### config.mk
export PLATFORM = sky130hd
export DESIGN_NAME = pb_window_reader
export DESIGN_NICKNAME = d
export VERILOG_FILES = /design/src/rtl/pb_window_pkg.sv /design/src/rtl/pb_window_reader_sync_2ff.sv /design/src/rtl/pb_window_reader.sv
export SDC_FILE = /design/constraint.sdc
export NUM_CORES = 1
export LEC_CHECK = 0
export ABC_AREA = 1
export CORE_ASPECT_RATIO = 1.25
export CORE_MARGIN = 3
export CORE_UTILIZATION = 65
export CTS_CLUSTER_SIZE = 25
export DETAILED_ROUTE_END_ITERATION = 6
export DONT_BUFFER_PORTS = 1
export GPL_ROUTABILITY_DRIVEN = 0
export PLACE_DENSITY = 0.81
export SETUP_SLACK_MARGIN = 0.15
export SLEW_MARGIN = 40
export SYNTH_ARGS = -nofsm -noshare
export SYNTH_HDL_FRONTEND = slang
export SYNTH_SLANG_ARGS = --single-unit
### constraint.sdc
create_clock -name clk -period 12 [get_ports clk]
set_input_delay 2.4 -clock clk [delete_from_list [all_inputs] [get_ports clk]]
set_output_delay 2.4 -clock clk [all_outputs]
set_load 0.005 [all_outputs]
### src/rtl/pb_window_pkg.sv
// Shared constants, state type and 3x3 offset table for the pixel-buffer
// window reader.
package pb_window_pkg;

    localparam int IMG_W_DEF = 160;
    localparam int IMG_H_DEF = 120;
    localparam int NUM_TAPS  = 9;

    localparam logic [3:0] CENTRE_IDX = 4'd4;
    localparam logic [3:0] LAST_IDX   = 4'd8;

    typedef enum logic [1:0] {
        IDLE,
        ISSUE,
        DRAIN,
        DONE
    } state_t;

    // Raster order: top row, middle row, bottom row.
    localparam logic signed [1:0] DX_TAB [NUM_TAPS] = '{
        -2'sd1, 2'sd0, 2'sd1,
        -2'sd1, 2'sd0, 2'sd1,
        -2'sd1, 2'sd0, 2'sd1
    };

    localparam logic signed [1:0] DY_TAB [NUM_TAPS] = '{
        -2'sd1, -2'sd1, -2'sd1,
        2'sd0,  2'sd0,  2'sd0,
        2'sd1,  2'sd1,  2'sd1
    };

endpackage

### src/rtl/pb_window_reader_sync_2ff.sv
// Single-bit two-flop synchroniser with asynchronous active-high reset.
module sync_2ff (
    input  logic clk,
    input  logic reset,
    input  logic d,
    output logic q
);

    logic r_meta;
    logic r_sync;

    always_ff @(posedge clk or posedge reset) begin
        if (reset) begin
            r_meta <= 1'b0;
            r_sync <= 1'b0;
        end else begin
            r_meta <= d;
            r_sync <= r_meta;
        end
    end

    assign q = r_sync;

endmodule

### src/rtl/pb_window_reader.sv
// Pixel-buffer 3x3 / single-pixel read engine with four-phase req/ack.
// Build option: WINDOW_ZERO_PAD_EN makes out-of-frame neighbours read as 0.
module pb_window_reader
    import pb_window_pkg::*;
#(
    parameter int IMG_W  = IMG_W_DEF,
    parameter int IMG_H  = IMG_H_DEF,
    parameter int RD_LAT = 2,
    parameter int ADDR_W = 15
) (
    input  logic              clk,
    input  logic              reset,
    input  logic              req,
    input  logic              mode,
    input  logic [7:0]        x_in,
    input  logic [6:0]        y_in,
    output logic [ADDR_W-1:0] rd_addr,
    input  logic [3:0]        rd_data,
    output logic              busy,
    output logic              ack,
    output logic [3:0]        centre_px,
    output logic [7:0]        win_sum,
    output logic              coord_err
);

    state_t            r_state;
    logic [7:0]        r_x;
    logic [6:0]        r_y;
    logic              r_mode;
    logic [3:0]        r_cnt;
    logic [RD_LAT-1:0] r_slot;
    logic [RD_LAT-1:0] r_vld;
    logic [RD_LAT-1:0] r_ctr;
    logic [8:0]        r_acc;
    logic [3:0]        r_ctr_px;
    logic              r_busy;
    logic              r_ack;
    logic [3:0]        r_centre;
    logic [7:0]        r_sum;
    logic              r_err;

    logic              w_req_s;
    logic              w_issue;
    logic              w_last;
    logic signed [1:0] w_dx;
    logic signed [1:0] w_dy;
    logic [9:0]        w_nx;
    logic [9:0]        w_ny;
    logic              w_x_lo;
    logic              w_x_hi;
    logic              w_y_lo;
    logic              w_y_hi;
    logic [7:0]        w_cx;
    logic [6:0]        w_cy;
    logic [ADDR_W-1:0] w_addr;
    logic              w_slot_in;
    logic              w_vld_in;
    logic              w_ctr_in;
    logic [RD_LAT-1:0] w_slot_nxt;
    logic [RD_LAT-1:0] w_vld_nxt;
    logic [RD_LAT-1:0] w_ctr_nxt_sr;
    logic [3:0]        w_add;
    logic [8:0]        w_acc_nxt;
    logic [3:0]        w_ctr_px_nxt;
    logic              w_drained;

    sync_2ff u_req_sync (
        .clk   (clk),
        .reset (reset),
        .d     (req),
        .q     (w_req_s)
    );

    assign w_issue = (r_state == ISSUE);
    assign w_last  = !r_mode || (r_cnt == LAST_IDX);

    assign w_dx = DX_TAB[r_cnt];
    assign w_dy = DY_TAB[r_cnt];
    assign w_nx = {2'b00, r_x} + {{8{w_dx[1]}}, w_dx};
    assign w_ny = {3'b000, r_y} + {{8{w_dy[1]}}, w_dy};

    assign w_x_lo = w_nx[9];
    assign w_x_hi = !w_nx[9] && (w_nx[8:0] > 9'(IMG_W - 1));
    assign w_y_lo = w_ny[9];
    assign w_y_hi = !w_ny[9] && (w_ny[8:0] > 9'(IMG_H - 1));

    // Edge replicate: clamp each axis to the nearest in-frame coordinate.
    assign w_cx = w_x_lo ? 8'd0 : (w_x_hi ? 8'(IMG_W - 1) : w_nx[7:0]);
    assign w_cy = w_y_lo ? 7'd0 : (w_y_hi ? 7'(IMG_H - 1) : w_ny[6:0]);

    assign w_addr  = ADDR_W'(int'(w_cy) * IMG_W + int'(w_cx));
    assign rd_addr = w_issue ? w_addr : '0;

    assign w_slot_in = w_issue;
`ifdef WINDOW_ZERO_PAD_EN
    assign w_vld_in = w_issue && !(w_x_lo || w_x_hi || w_y_lo || w_y_hi);
`else
    assign w_vld_in = w_issue;
`endif
    assign w_ctr_in = w_issue && (r_cnt == CENTRE_IDX);

    assign w_slot_nxt   = (r_slot << 1) | RD_LAT'(w_slot_in);
    assign w_vld_nxt    = (r_vld << 1) | RD_LAT'(w_vld_in);
    assign w_ctr_nxt_sr = (r_ctr << 1) | RD_LAT'(w_ctr_in);

    assign w_add        = r_vld[RD_LAT-1] ? rd_data : 4'd0;
    assign w_acc_nxt    = r_acc + {5'd0, w_add};
    assign w_ctr_px_nxt = r_ctr[RD_LAT-1] ? rd_data : r_ctr_px;
    assign w_drained    = (w_slot_nxt == '0);

    always_ff @(posedge clk or posedge reset) begin
        if (reset) begin
            r_state  <= IDLE;
            r_x      <= '0;
            r_y      <= '0;
            r_mode   <= 1'b0;
            r_cnt    <= '0;
            r_slot   <= '0;
            r_vld    <= '0;
            r_ctr    <= '0;
            r_acc    <= '0;
            r_ctr_px <= '0;
            r_busy   <= 1'b0;
            r_ack    <= 1'b0;
            r_centre <= '0;
            r_sum    <= '0;
            r_err    <= 1'b0;
        end else begin
            r_slot   <= w_slot_nxt;
            r_vld    <= w_vld_nxt;
            r_ctr    <= w_ctr_nxt_sr;
            r_acc    <= w_acc_nxt;
            r_ctr_px <= w_ctr_px_nxt;
            unique case (r_state)
                IDLE: begin
                    if (w_req_s && !r_ack) begin
                        r_x    <= (int'(x_in) >= IMG_W) ? 8'(IMG_W - 1) : x_in;
                        r_y    <= (int'(y_in) >= IMG_H) ? 7'(IMG_H - 1) : y_in;
                        r_err  <= (int'(x_in) >= IMG_W) ||
                                  (int'(y_in) >= IMG_H);
                        r_mode <= mode;
                        r_cnt  <= mode ? 4'd0 : CENTRE_IDX;
                        r_acc  <= '0;
                        r_busy <= 1'b1;
                        r_state <= ISSUE;
                    end
                end
                ISSUE: begin
                    if (w_last) begin
                        r_state <= DRAIN;
                    end else begin
                        r_cnt <= r_cnt + 4'd1;
                    end
                end
                DRAIN: begin
                    if (w_drained) begin
                        r_sum    <= w_acc_nxt[7:0];
                        r_centre <= w_ctr_px_nxt;
                        r_busy   <= 1'b0;
                        if (w_req_s) begin
                            r_ack   <= 1'b1;
                            r_state <= DONE;
                        end else begin
                            r_state <= IDLE;
                        end
                    end
                end
                DONE: begin
                    if (!w_req_s) begin
                        r_ack   <= 1'b0;
                        r_state <= IDLE;
                    end
                end
                default: r_state <= IDLE;
            endcase
        end
    end

    assign busy      = r_busy;
    assign ack       = r_ack;
    assign centre_px = r_centre;
    assign win_sum   = r_sum;
    assign coord_err = r_err;

endmodule

### Yosys cells after proc, flatten, opt, wreduce, memory -nomap -nowiden

Memory sizes are Yosys's and may differ from the RTL's.
Cells that the tools add are included.

* register bits: 57
* ROM bits: 64
* bits of input ports: 23
* output and inout port bits: 30
* memories: 2

Memories
* (name not given): words 16, width 2, rd ports 1, clocked after memory_dff 0, write ports 0, RTL line pb_window_reader.sv:78 `assign w_dy = DY_TAB[r_cnt];`
* (name not given): words 16, width 2, rd ports 1, clocked after memory_dff 0, write ports 0, RTL line pb_window_reader.sv:77 `assign w_dx = DX_TAB[r_cnt];`

* $add $sub $neg: 5
* $mul: 1
* $lt $le $gt $ge: 5
* equality and inequality tests: 11
* mux-type cells: 32
* bitwise operators: 4
* reductions and logical operators: 21

Operators by type and width (number)
* $mux W8: 3
* $mux W7: 3
* $mux W2: 9
* $mux W9: 2
* $mux W4: 4
* $add A15 B8 Y15: 1
* $mux W15: 1
* $add A9 B2 Y10: 1
* $mul A7 B3 Y10 const B: 1
* $add A8 B2 Y9: 1
* $add A9 B4 Y9: 1
* $gt A9 B7 Y1 const B: 1
* $gt A9 B8 Y1 const B: 1
* $ge A8 B8 Y1 const B: 1
* $ne A2 B2 Y1 const B: 4
* $pmux W2 S4: 1
* $pmux W4 S2: 1
* $reduce_and A4 Y1: 2
* $ge A7 B7 Y1 const B: 1
* $or A2 B1 Y2: 3
* $reduce_and A3 Y1: 2
* $reduce_bool A2 Y1: 3
* $ge A5 B5 Y1 const B: 1
* $mux W1: 5
* 14 further kinds: 26

### Depth between registers and ports, before layout

Gate-level depths: netlist (run 1).

* word-level depth: 12
* depth in mapped cells: 41

### Modules after synthesis

Synthesis (run 1) repeated with hierarchy kept, for this count alone.

* cell total of the unflattened synthesis: 542
* area total of the unflattened synthesis: 3958.8 µm²

Modules (own cells, without submodules)
* pb_window_reader: instances 1, cells each 539, area each 3905.0 µm²
* sync_2ff: instances 1, cells each 3, area each 53.8 µm²

### Least setup slack after synthesis (run 1)

OpenSTA, ideal clock, no wires.

* path type: reg2out
* from: reg r_cnt[1]
* to: out rd_addr[14]
* arrival: 4.122 ns
* required time: 9.600 ns
* path slack: 5.478 ns
* cell stages (with the launch flop): 39
* cells stage by stage: dfrtp_1 ha_1 inv_1 ha_1 buf_4 nand2_8 nand2_1 nand2_1 inv_1 ha_1 inv_1 nand2_2 inv_1 nor2_2 nand2_2 nand2_2 nand2_1 nand2_2 (+3 left out) nand2_1 inv_2 o21ai_0 nand2_1 inv_1 ha_1 ha_1 inv_1 fa_1 o21ai_0 xor2_1 nor2_1 inv_1 nor2_2 nand3_1 nand3_1 nand2_1 inv_1

* cells in the longest elaborated chain, start to end: 12
* elaborated cells on any way between the ends: 22
* those cells by class: 3 x add/sub; 1 x mul; 2 x order compare; 9 x mux; 1 x bitwise; 4 x reduce/logical; 2 x memory

RTL lines
* start: declaration: RTL line pb_window_reader.sv:30 `logic [3:0] r_cnt;`
* start signal: assignment: RTL line pb_window_reader.sv:142 `r_cnt <= mode ? 4'd0 : CENTRE_IDX;`
* start signal: assignment: RTL line pb_window_reader.sv:152 `r_cnt <= r_cnt + 4'd1;`
* $not A4 Y5 (not written as such) (*): RTL line pb_window_reader.sv:77, pb_window_reader.sv:78
* $mem_v2 Z16 W2
* $mux W2 (not written as such) (2 in a row): RTL line pb_window_reader.sv:78
* $add A8 B2 Y9: RTL line pb_window_reader.sv:80 `assign w_ny = {3'b000, r_y} + {{8{w_dy[1]}}, w_dy};`
* $gt A9 B7 Y1 / $logic_not A1 Y1 (equally long branches): RTL line pb_window_reader.sv:85 `assign w_y_hi = !w_ny[9] && (w_ny[8:0] > 9'(IMG_H - 1));`
* $logic_and A1 B1 Y1: RTL line pb_window_reader.sv:85
* $mux W7 (2 in a row): RTL line pb_window_reader.sv:89 `assign w_cy = w_y_lo ? 7'd0 : (w_y_hi ? 7'(IMG_H - 1) : w_ny[6:0]);`
* $mul A7 B3 Y10: RTL line pb_window_reader.sv:91 `assign w_addr = ADDR_W'(int'(w_cy) * IMG_W + int'(w_cx));`
* $add A15 B8 Y15 (*): RTL line pb_window_reader.sv:91
* $mux W15 (*): RTL line pb_window_reader.sv:92 `assign rd_addr = w_issue ? w_addr : '0;`
* end: declaration: RTL line pb_window_reader.sv:17 `output logic [ADDR_W-1:0] rd_addr,`

Mark *: on every way between the ends. The rest lies on a longest branch, timed or not. The select of a mux whose other input is x is not followed.

### Worst setup path after layout (run 1)

Same ends and word-level chain as after synthesis.

==> run summary, run 1 <==
=========================================================================================
Total Neg Setup Slack                                                                0 ns
Worst Path Buf+Inv                                                                      9
Final Hold Viols                                                                        0
Number of setup buffers added after CTS                                                 0
Initial cell density of the core                                                    68.8%
Cells after synthesis                                                                 551
Average detailed-routed wire length per instance                                  12.9 um
Post-route minimum period                                                         7.58 ns
Number of clock buffers inserted by TritonCTS                                           5
Max incr delay on CP                                                              0.45 ns
Count of clock tree sinks                                                              55
Dpl cells                                                                             627
Syn Nets                                                                              607
Number of enable-type register cells in the synthesized netlist                         0
Post-detailed-placement half-perimeter wirelength                                 6520 um
Final routed DRC violation total                                                        0
Critical path launch point type                                                  register
Worst-case clock buffer depth                                                           2
Filler cells                                                                          488
Combined area of the multi-input logic cells                                     2320 um2
Worst Setup Path Type                                                          reg -> out
Fin crit share                                                                      63.1%
Share of the synthesized area in the top cell type                                  33.7%
Primary flip-flop cell chosen by synthesis mapping                           sky130_fd_sc_hd__dfrtp_1
Clk pin slew, worst setup/hold paths                                              0.10 ns
Number of synthesized register bits                                                    55
Vias                                                                                 3441
Antenna violations before repair                                                        0
Post-synthesis average cell area                                                 7.41 um2
Cells taking the most area after synthesis                                   sky130_fd_sc_hd__dfrtp_1 (34%), sky130_fd_sc_hd__nand2_1 (11%), sky130_fd_sc_hd__ha_1 (9.2%)
Global-route usage over all layers                                                  25.4%
Final #Nets                                                                           608
Largest net degree at the start of global routing                                      35
Highest clock frequency the design can meet                                       132 MHz
Number of distinct library cells after synthesis                                       47
CTS tree                                                                             done
Class of the worst hold path                                                   reg -> reg
Outcome                                                                      finished, final reports clean
Proportion of register bits with asynchronous set or reset after synthesis           100%
Area leader, netlist                                                         sky130_fd_sc_hd__dfrtp_1
Endpoints failing setup                                                                 0
CP max stage cell                                                            sky130_fd_sc_hd__dfrtp_1
Register-to-Register Setup Slack                                                  9.68 ns
Most common cell type on the critical path                                   sky130_fd_sc_hd__inv_1
Actual slew at the worst max-slew pin                                            0.729 ns
Fraction of layout instances using a drive strength above 1                         9.58%
H-tree levels                                                                           2
Die boundary width                                                                76.9 um
Vias per inst                                                                        5.42
Diodes inserted                                                                         0
Placeable core region                                                            5930 um2
Netlist area before placement                                                    4080 um2
Count of standard-cell rows                                                            31
Number of hold-repair buffers added at the cts stage                                    0
Final ANT Viol Nets                                                                     0
Kind of cell adding the most delay to the critical path                      simple AND/OR/NAND/NOR gates
Final setup skew                                                               0.00494 ns
Data arrival at the endpoint of the critical path                                 5.18 ns
Max-capacitance violation count                                                         0
Boundary pin count                                                                     53
Die height                                                                        94.6 um
Flip-flop and latch area                                                         1380 um2
Overall routed net length                                                         8210 um
Count of synthesis-stage warnings from yosys                                            0
Number of max-slew violations in the final report                                       0
Critical path data required time                                                  9.60 ns
Root buffer selected by CTS                                                  sky130_fd_sc_hd__clkbuf_8
Sequential element share of the synthesized area                                    33.7%
Post-CTS resize count                                                                   0
RSZ-0062 raised after global routing                                                   no
Detailed-routing iteration count for the pre-antenna-repair pass                        4
Post-Layout Cell Count                                                                635
Relative slew slack                                                                 51.1%
Area growth from synthesis to final layout                                          5.00%
Die footprint                                                                    7270 um2
First-pass GRT wire length                                                       15300 um
Number of buffer cells added on primary ports                                           0
Clk Latency, worst-skew pair                                                      0.31 ns
Global route total overflow                                                             0
Count of routing violations after the opening detailed-route iteration                181
Critical path fanouts, max                                                              8
Number of global-route vias before repair                                            3465
Type of destination of the critical path                                       output pin
=========================================================================================
==> final cells by class <==
class / instances / area share (%)
Inverter: 94 / 8.29
Sequential cell: 55 / 32.1
Tap cell: 82 / 2.39
Timing Repair Buffer: 1 / 0.175
Clock inverter: 3 / 1.17
Clock buffer: 5 / 1.61
Multi-Input combinational cell: 395 / 54.2
==> synthesized netlist by cell type, drive strengths merged (5+ instances only) <==
cell,number
nand2,137
nand4,6
xnor2,7
nand3,47
dfrtp,55
o21ai,47
a21oi,25
ha,30
inv,93
nor2,59
xor2,11
clkbuf,5
==> cell usage in the layout, fill, tap and decap left out, types with 6 or more instances in the layout <==
cell type | synthesis | final
sky130_fd_sc_hd__xnor2_1 | 7 | 7
sky130_fd_sc_hd__nand4_1 | 6 | 6
sky130_fd_sc_hd__nor2_1 | 53 | 53
sky130_fd_sc_hd__nand2_1 | 123 | 123
sky130_fd_sc_hd__a21oi_1 | 24 | 24
sky130_fd_sc_hd__xor2_1 | 10 | 10
sky130_fd_sc_hd__nand2_2 | 12 | 12
sky130_fd_sc_hd__inv_1 | 89 | 88
sky130_fd_sc_hd__dfrtp_1 | 55 | 55
sky130_fd_sc_hd__ha_1 | 30 | 30
sky130_fd_sc_hd__nand3_1 | 40 | 40
sky130_fd_sc_hd__o21ai_0 | 40 | 40
==> final timing paths <==
kind                                          endpoint                         from  depth (start not counted)
worst max-delay path                       rd_addr[14]         r_cnt[1]$_DFFE_PP0P_                         35
worst min-delay path            u_req_sync.q$_DFF_PP0_  u_req_sync.r_meta$_DFF_PP0_                          0
worst max register to register      r_y[0]$_DFFE_PP0P_       r_state[1]$_DFFE_PP0P_                          5
worst min register to register  u_req_sync.q$_DFF_PP0_  u_req_sync.r_meta$_DFF_PP0_                          0
max in group asynchronous           r_y[2]$_DFFE_PP0P_                        reset                          2
min in group asynchronous       win_sum[7]$_DFFE_PP0P_                        reset                          1
==> flip-flops by register name, indices dropped and copies added, names as in the netlist <==
register	flops
ack	1
busy	1
centre_px	4
coord_err	1
r_acc	8
r_cnt	4
r_ctr	2
r_ctr_px	4
r_mode	1
r_state	2
r_vld	2
r_x	8
r_y	7
u_req_sync.q	1
u_req_sync.r_meta	1
win_sum	8
==> per-stage QoR <==
step	setup WS [ns]	area (um2)	utilization, %	hold slack [ns]
2_1_floorplan	5.48	4080	-	0.331
3_3_place_gp	5.08	4160	70.1	0.335
3_5_place_dp	4.86	4160	70.1	0.336
4_1_cts	4.45	4280	72.1	0.362
5_1_grt	3.89	4290	72.2	0.365
6_report	4.42	4290	72.2	0.358
==> cell families (layout without fill, tap and decap cells) <==
kind of cell	count (synthesis)	count (layout)	synth area share, %
xor gates and xnor gates	18	18	4.05
AOI/OAI and AO/OA	83	83	11.7
and+or+nand+nor	257	257	29.3
buffers and inverters	101	103	9.47
DFF	55	55	33.7
muxes	4	4	1.10
adders and majority gates	33	33	10.7
==> metal layers <==
metal  GRT usage, %  vias up  part of all wire (%)
li1               -     1757                     -
met1           30.6     1612                    43
met2           47.0       68                    51
met3           4.58        4                   4.5
met4           6.34        0                  0.84
met5              0        -                     0
Power of run 1 is not shown: default switching activity piles up to over one toggle a cycle in this logic, so the estimate is an artifact.
==> inputs of run 2 (changes only) <==
Settings changed: ABC_AREA 1 to 0, CORE_UTILIZATION 65 to 58, PLACE_DENSITY 0.81 to 0.76.
Clock period 12 ns to 6.45 ns, I/O delays scaled along.
==> run 2 against run 1 <==
- non-clock buffer count grew 45
- register-to-register slack lost 5.5 ns
- the run now ends with negative setup slack left
- count of clock-buffer cells in the layout is the same
- final cell count shrank 9.8%
- sequential share of layout area shrank 4.0 points
- final area grew 14%
- critical path depth shrank 8
- via count grew 4.2%
- area after synthesis shrank 3.5%
- core utilization grew 4.7 points
==> run summary, run 2 <==
=========================================================================================
Share of the synthesized area in the top cell type                                  35.0%   +1.2 points
Number of buffer cells added on primary ports                                           0   unchanged
Simple-Gate Fraction of Synth Area                                                  21.2%   -8.0 points
Die footprint                                                                    7820 um2   +7.5%
Worst setup slack after placement                                             -0.00377 ns   -4.86 ns
Worst Setup Path Type                                                          reg -> out
Root buffer selected by CTS                                                  sky130_fd_sc_hd__clkbuf_8
Actual slew at the worst max-slew pin                                            0.671 ns   -0.0586 ns
Cells taking the most area after synthesis                                   sky130_fd_sc_hd__dfrtp_1 (35%), sky130_fd_sc_hd__ha_1 (9.5%), sky130_fd_sc_hd__nand2_1 (5.0%)
Class of the worst hold path                                                   reg -> reg
Count of clock tree sinks                                                              55   unchanged
Area after DPL                                                                   4050 um2   -2.7%
Fin crit share                                                                       102%
Post-synthesis compound-gate area fraction                                          19.7%   +8.0 points
Global route total overflow                                                             0   unchanged
Area growth from synthesis to final layout                                          24.4%
Antenna violations before repair                                                        0   unchanged
H-tree levels                                                                           2   unchanged
Overall routed net length                                                        11000 um   +34%
Critical path fanouts, max                                                              5   -3
Post-layout worst setup margin                                                  -0.113 ns   -4.54 ns
Endpoints failing setup                                                                 1   +1
Final ANT Viol Nets                                                                     0   unchanged
Number of distinct library cells after synthesis                                       69   +47%
Number of clock buffers inserted by TritonCTS                                           5   unchanged
Final Hold Viols                                                                        0   unchanged
Primary flip-flop cell chosen by synthesis mapping                           sky130_fd_sc_hd__dfrtp_1
Clk pin slew, worst setup/hold paths                                              0.10 ns   about the same
Post-detailed-placement half-perimeter wirelength                                 6440 um   -1.3%
Utilization of the core after routing                                               76.9%   +4.7 points
Area leader, netlist                                                         sky130_fd_sc_hd__dfrtp_1
Number of hold-repair buffers added at the cts stage                                    0   unchanged
XOR/XNOR share of the synthesized area                                              5.12%   +1.1 points
Diodes inserted                                                                         0   unchanged
Relative slew slack                                                                 55.3%   +4.2 points
Post-route cell area                                                             4900 um2   +14%
Largest net degree at the start of global routing                                      56   +60%
Detailed-routing iteration count for the pre-antenna-repair pass                        6   +2
Post-route minimum period                                                         6.56 ns
Cells after synthesis                                                                 446   -19%
Count of standard-cell rows                                                            32   +3.2%
Clk Latency, worst-skew pair                                                      0.31 ns   about the same
Fraction of layout instances using a drive strength above 1                         30.3%   +21 points
Post-synthesis average cell area                                                 8.83 um2   +19%
Vias                                                                                 3585   +4.2%
Syn Nets                                                                              502   -17%
Dominant combinational cell family by area after synthesis                   simple AND/OR/NAND/NOR gates
Worst-case clock buffer depth                                                           2   unchanged
Register-to-Register Setup Slack                                                  4.19 ns   -5.49 ns
Critical path launch point type                                                  register
Cell with the most instances after synthesis                                 sky130_fd_sc_hd__dfrtp_1
Type of destination of the critical path                                       output pin
Vias per inst                                                                        6.26   +15%
Die boundary width                                                                79.7 um   +3.7%
Max-capacitance violation count                                                         0   unchanged
Number of synthesized register bits                                                    55   unchanged
Count of synthesis-stage warnings from yosys                                            0   unchanged
Proportion of register bits with asynchronous set or reset after synthesis           100%   unchanged
Outcome                                                                      complete, but fails checks
Highest clock frequency the design can meet                                       152 MHz
Number of max-slew violations in the final report                                       0   unchanged
Die height                                                                        98.1 um   +3.7%
Sequential element share of the synthesized area                                    35.0%   +1.2 points
Filler cells                                                                          390   -20%
Initial cell density of the core                                                    61.9%   -6.9 points
Netlist area before placement                                                    3940 um2   -3.5%
First-pass GRT wire length                                                       16200 um   +5.5%
CTS tree                                                                             done
Critical path data required time                                                  5.16 ns   -4.44 ns
Commonest non-fill, non-tap cells in the layout                              sky130_fd_sc_hd__dfrtp_1 (55), sky130_fd_sc_hd__nand2_1 (48), sky130_fd_sc_hd__nor2_1 (46)
Count of routing violations after the opening detailed-route iteration                218   +20%
Global-route usage over all layers                                                  25.4%   -0.046 points
Number of enable-type register cells in the synthesized netlist                         0   unchanged
Adder and majority cell fraction of the synthesized area                            11.1%   +0.39 points
Data arrival at the endpoint of the critical path                                 5.27 ns   +0.09 ns
Boundary pin count                                                                     53   unchanged
Final routed DRC violation total                                                        0   unchanged
Placeable core region                                                            6370 um2   +7.3%
Leading cell type in the layout, fill and taps excluded                      sky130_fd_sc_hd__dfrtp_1
Average detailed-routed wire length per instance                                  19.3 um   +49%
Multiplexer share of the synthesized area                                           3.81%   +2.7 points
RSZ-0062 raised after global routing                                                  yes
Final setup skew                                                               0.00831 ns   +0.00337 ns
Final #Nets                                                                           543   -11%
Failing checks                                                               negative setup slack
Final-layout worst hold slack                                                    0.383 ns   +0.0251 ns
Number of global-route vias before repair                                            3495   +0.87%
Most instantiated cells after synthesis                                      sky130_fd_sc_hd__dfrtp_1 (55), sky130_fd_sc_hd__nand2_1 (52), sky130_fd_sc_hd__nor2_1 (51)
=========================================================================================
## run 2: cell count changes in the layout (fill, tap and decap cells not counted), sizes merged, moves of 8 or more
cell | before | now
inv | 95 | 26
o21ai | 47 | 31
nor2b | 0 | 9
a21o | 1 | 9
nand3 | 47 | 6
buf | 1 | 46
a21oi | 25 | 36
nand2 | 137 | 52
nor2 | 59 | 51
## run 2: cells by family (layout without fill, tap and decap cells)
logic type | Yosys count | in the layout
adder cells (fa/ha/maj) | 33 | 33
multiplexers | 14 | 14
AO/OA/AOI/OAI | 113 | 113
AND/OR/NAND/NOR | 169 | 169
XOR/XNOR | 23 | 23
buffers and inverters | 39 | 81
flip-flops | 55 | 55
## run 2: metal layers
metal,GRT usage (%),share of wire (%),up-vias
met1,30.4,37,1721
met3,4.43,5.8,55
li1,-,-,1641
met4,9.92,5.1,0
met2,44.6,52,168
met5,0,0,-
## run 2: through the flow
step	TNS [ns]	instances
3_3_place_gp	0	527
2_1_floorplan	0	446
3_5_place_dp	-0.00377	527
6_report	-0.113	573
4_1_cts	0	563
5_1_grt	-0.464	573
## run 2: worst paths after layout
| check | to | depth (start not counted) | from |
|---|---|---|---|
| hold reg to reg | u_req_sync.q$_DFF_PP0_ | 0 | u_req_sync.r_meta$_DFF_PP0_ |
| setup / recovery | rd_addr[13] | 27 | r_cnt[1]$_DFFE_PP0P_ |
| min in group asynchronous | win_sum[0]$_DFFE_PP0P_ | 2 | reset |
| hold / removal | u_req_sync.q$_DFF_PP0_ | 0 | u_req_sync.r_meta$_DFF_PP0_ |
| max in group asynchronous | r_y[6]$_DFFE_PP0P_ | 2 | reset |
| setup reg to reg | r_cnt[2]$_DFFE_PP0P_ | 6 | r_state[1]$_DFFE_PP0P_ |
## run 2: critical path, cell delays in order, from the launching register on
cell	delay [ns]
sky130_fd_sc_hd__dfrtp_1	0.45
sky130_fd_sc_hd__buf_6	0.14
sky130_fd_sc_hd__ha_4	0.12
sky130_fd_sc_hd__mux2i_1	0.07
sky130_fd_sc_hd__or2_4	0.24
sky130_fd_sc_hd__ha_4	0.17
sky130_fd_sc_hd__ha_4	0.16
sky130_fd_sc_hd__buf_6	0.12
sky130_fd_sc_hd__nor3_4	0.26
sky130_fd_sc_hd__nand3_2	0.13
sky130_fd_sc_hd__a211oi_4	0.33
sky130_fd_sc_hd__o21ai_2	0.09
sky130_fd_sc_hd__a21oi_2	0.18
sky130_fd_sc_hd__buf_6	0.16
sky130_fd_sc_hd__o21ai_4	0.08
sky130_fd_sc_hd__inv_2	0.14
sky130_fd_sc_hd__ha_4	0.16
sky130_fd_sc_hd__ha_4	0.15
sky130_fd_sc_hd__inv_2	0.04
sky130_fd_sc_hd__fa_2	0.36
sky130_fd_sc_hd__inv_2	0.07
sky130_fd_sc_hd__a21oi_2	0.05
sky130_fd_sc_hd__o21bai_1	0.23
sky130_fd_sc_hd__xnor2_1	0.14
sky130_fd_sc_hd__or2_4	0.25
sky130_fd_sc_hd__o21bai_4	0.17
sky130_fd_sc_hd__or3_4	0.35
sky130_fd_sc_hd__a21oi_4	0.16
## run 2: timing repair
action                     in CTS  in global routing
resized for setup              34                 72
pin swaps                      19                 20
setup endpoints to repair       2                  9
cloned                          0                  0
setup buffers                  28                 10
## run 2: layout make-up
type / count / area [um2] / area share (%)
multi-input combinational: 352 / 2790 / 57.0
tap: 85 / 106 / 2.17
sequential: 55 / 1380 / 28.1
inverter: 27 / 105 / 2.15
clock inverter: 3 / 46.3 / 0.945
clock buffer: 5 / 68.8 / 1.40
timing repair buffer: 46 / 402 / 8.20
Power of run 2 is left out for the same reason.
==> inputs of run 3 (changes only) <==
Settings changed: SYNTH_HIERARCHICAL set to 1.
==> run 3 against run 2 <==
- the flow now finishes without violations
- sequential share of layout area rose by 4.6 points
- area after synthesis decreased by 5.7%
- largest cell class unchanged
- die area shrank 5.3%
- final area fell by 14%
- sequential cell count stayed put
- critical path type unchanged
- non-clock buffer count shrank 31
- fmax grew 3.4%
==> run summary, run 3 <==
=========================================================================================
Clk Latency, worst-skew pair                                                      0.30 ns   about the same
Worst setup slack after placement                                                0.198 ns   +0.202 ns
Filler cells                                                                          481   +23%
Highest clock frequency the design can meet                                       158 MHz   +3.4%
Global-route usage over all layers                                                  22.1%   -3.3 points
Count of standard-cell rows                                                            31   -3.1%
Area leader, netlist                                                         sky130_fd_sc_hd__dfrtp_1
Initial cell density of the core                                                    61.8%   about the same
Final ANT Viol Nets                                                                     0   unchanged
Root buffer selected by CTS                                                  sky130_fd_sc_hd__clkbuf_8
Critical path data required time                                                  5.16 ns   about the same
Clk pin slew, worst setup/hold paths                                              0.10 ns   about the same
Boundary pin count                                                                     53   unchanged
Relative slew slack                                                                 49.9%   -5.4 points
Data arrival at the endpoint of the critical path                                 5.06 ns   -0.21 ns
Count of synthesis-stage warnings from yosys                                            6   +6
Average detailed-routed wire length per instance                                  15.9 um   -18%
Die boundary width                                                                77.6 um   -2.7%
Area growth from synthesis to final layout                                          13.5%
CTS tree                                                                             done
First-pass GRT wire length                                                       13200 um   -18%
Share of the synthesized area in the top cell type                                  37.0%   +2.1 points
Sequential element share of the synthesized area                                    37.0%   +2.1 points
Global route total overflow                                                             0   unchanged
Most instantiated cells after synthesis                                      sky130_fd_sc_hd__dfrtp_1 (55), sky130_fd_sc_hd__nor2_1 (51), sky130_fd_sc_hd__nand2_1 (40)
Number of distinct library cells after synthesis                                       52   -25%
Detailed-routing iteration count for the pre-antenna-repair pass                        4   -2
Post-layout worst setup margin                                                   0.103 ns   +0.216 ns
Number of synthesized register bits                                                    55   unchanged
Cell with the most instances after synthesis                                 sky130_fd_sc_hd__dfrtp_1
Class of the worst hold path                                                   reg -> reg
Diodes inserted                                                                         0   unchanged
Number of global-route vias before repair                                            2806   -20%
Die footprint                                                                    7410 um2   -5.3%
Placeable core region                                                            6010 um2   -5.6%
Worst-case clock buffer depth                                                           2   unchanged
Commonest non-fill, non-tap cells in the layout                              sky130_fd_sc_hd__dfrtp_1 (54), sky130_fd_sc_hd__nor2_1 (49), sky130_fd_sc_hd__nand2_1 (38)
Final setup skew                                                               0.00485 ns   -0.00346 ns
Outcome                                                                      finished, final reports clean
Final Hold Viols                                                                        0   unchanged
Vias per inst                                                                        5.82   -6.9%
Worst Setup Path Type                                                          reg -> out
Max-capacitance violation count                                                         0   unchanged
Post-detailed-placement half-perimeter wirelength                                 5710 um   -11%
Number of max-slew violations in the final report                                       0   unchanged
Final routed DRC violation total                                                        0   unchanged
Primary flip-flop cell chosen by synthesis mapping                           sky130_fd_sc_hd__dfrtp_1
Post-synthesis average cell area                                                 9.04 um2   +2.4%
H-tree levels                                                                           2   unchanged
Number of clock buffers inserted by TritonCTS                                           5   unchanged
Leading cell type in the layout, fill and taps excluded                      sky130_fd_sc_hd__dfrtp_1
Netlist area before placement                                                    3710 um2   -5.7%
Vias                                                                                 2941   -18%
Number of buffer cells added on primary ports                                           0   unchanged
Endpoints failing setup                                                                 0   -1
Final #Nets                                                                           478   -12%
Critical path launch point type                                                  register
Cells after synthesis                                                                 411   -7.8%
Fin crit share                                                                      98.4%   -3.3 points
Critical path fanouts, max                                                              5   unchanged
Overall routed net length                                                         8030 um   -27%
Number of enable-type register cells in the synthesized netlist                         0   unchanged
Largest net degree at the start of global routing                                      54   -3.6%
Actual slew at the worst max-slew pin                                            0.747 ns   +0.0758 ns
Count of routing violations after the opening detailed-route iteration                220   +0.92%
Die height                                                                        95.5 um   -2.7%
Post-route minimum period                                                         6.35 ns   -0.216 ns
Count of clock tree sinks                                                              55   unchanged
Type of destination of the critical path                                       output pin
Antenna violations before repair                                                        0   unchanged
RSZ-0062 raised after global routing                                                  yes
Syn Nets                                                                              467   -7.0%
Cells taking the most area after synthesis                                   sky130_fd_sc_hd__dfrtp_1 (37%), sky130_fd_sc_hd__ha_1 (10%), sky130_fd_sc_hd__nor2_1 (5.2%)
Proportion of register bits with asynchronous set or reset after synthesis           100%   unchanged
Fraction of layout instances using a drive strength above 1                         19.1%   -11 points
Number of hold-repair buffers added at the cts stage                                    0   unchanged
Final-layout worst hold slack                                                    0.356 ns   -0.0265 ns
=========================================================================================
[run 3: per-layer routing]
layer	GRT usage, %	vias up	wire length, um
met2	39.1	81	4170
met5	0	-	0
met3	2.93	12	378
li1	-	1450	-
met4	6.82	0	164
met1	28.0	1398	3310
[run 3: path summary, 6_finish.rpt]
| kind | slack (ns) | start | end | cells after the start |
|---|---|---|---|---|
| max in group asynchronous | 5.04 | reset | r_cnt[0]$_DFFE_PP0P_ | 1 |
| worst max-delay path | 0.10 | r_cnt[1]$_DFFE_PP0P_ | rd_addr[13] | 21 |
| min in group asynchronous | 0.71 | reset | u_req_sync/r_meta$_DFF_PP0_ | 1 |
| worst max register to register | 3.99 | r_state[1]$_DFFE_PP0P_ | r_cnt[2]$_DFFE_PP0P_ | 6 |
| worst min register to register | 0.36 | r_ctr[0]$_DFF_PP0_ | r_ctr[1]$_DFF_PP0_ | 0 |
| worst min-delay path | 0.36 | r_ctr[0]$_DFF_PP0_ | r_ctr[1]$_DFF_PP0_ | 0 |
[run 3: final cells by class]
class                   instances  area, um2  area share [%]
repair buffers                 15        125            2.97
well taps                      82        103            2.43
flip-flops and latches         55       1380            32.7
inverters                      21       81.3            1.93
clock inverters                 2       38.8           0.920
multi-input cells             324       2410            57.1
clock buffers                   6       82.6            1.96
[run 3: logic make-up after synthesis]
kind of cell	count (synthesis)	share of synthesized area, %
AO/OA/AOI/OAI	99	17.6
XOR/XNOR	28	6.80
adder cells (fa/ha/maj)	33	11.7
buffers and inverters	32	3.44
flip-flops	55	37.0
multiplexers	15	4.38
AND/OR/NAND/NOR	149	19.0
[run 3: worst max-delay path, stage by stage, from the launching register on]
cell and delay (ns):
sky130_fd_sc_hd__dfrtp_1 0.43, sky130_fd_sc_hd__ha_2 0.19, sky130_fd_sc_hd__mux2i_1 0.08, sky130_fd_sc_hd__or2_4 0.26, sky130_fd_sc_hd__ha_4 0.17, sky130_fd_sc_hd__ha_4 0.17
sky130_fd_sc_hd__or3_4 0.40, sky130_fd_sc_hd__nor3_4 0.23, sky130_fd_sc_hd__o21ai_2 0.09, sky130_fd_sc_hd__and3_4 0.20, sky130_fd_sc_hd__a311o_2 0.41, sky130_fd_sc_hd__nor2b_4 0.15
sky130_fd_sc_hd__a21oi_2 0.11, sky130_fd_sc_hd__ha_2 0.20, sky130_fd_sc_hd__inv_2 0.04, sky130_fd_sc_hd__fa_2 0.37, sky130_fd_sc_hd__xor2_2 0.16, sky130_fd_sc_hd__or3_4 0.39
sky130_fd_sc_hd__nor2_4 0.10, sky130_fd_sc_hd__nand2_2 0.06, sky130_fd_sc_hd__or3_4 0.37, sky130_fd_sc_hd__a21oi_2 0.15
[run 3: metrics by stage]
step | area [um2] | utilization, % | setup TNS, ns | std cells
after global placement | 3780 | 62.9 | 0 | 484
after floorplan | 3710 | - | 0 | 411
after detailed placement | 3790 | 63.0 | 0 | 484
final | 4220 | 70.1 | 0 | 505
after CTS | 4060 | 67.5 | 0 | 500
after global routing | 4220 | 70.1 | -0.0521 | 505
[run 3: repair_timing]
item	4_1_cts	5_1_grt
pin swaps	10	17
resized for setup	21	26
setup buffers	8	5
setup endpoints to repair	4	7
Power of run 3 is left out for the same reason.
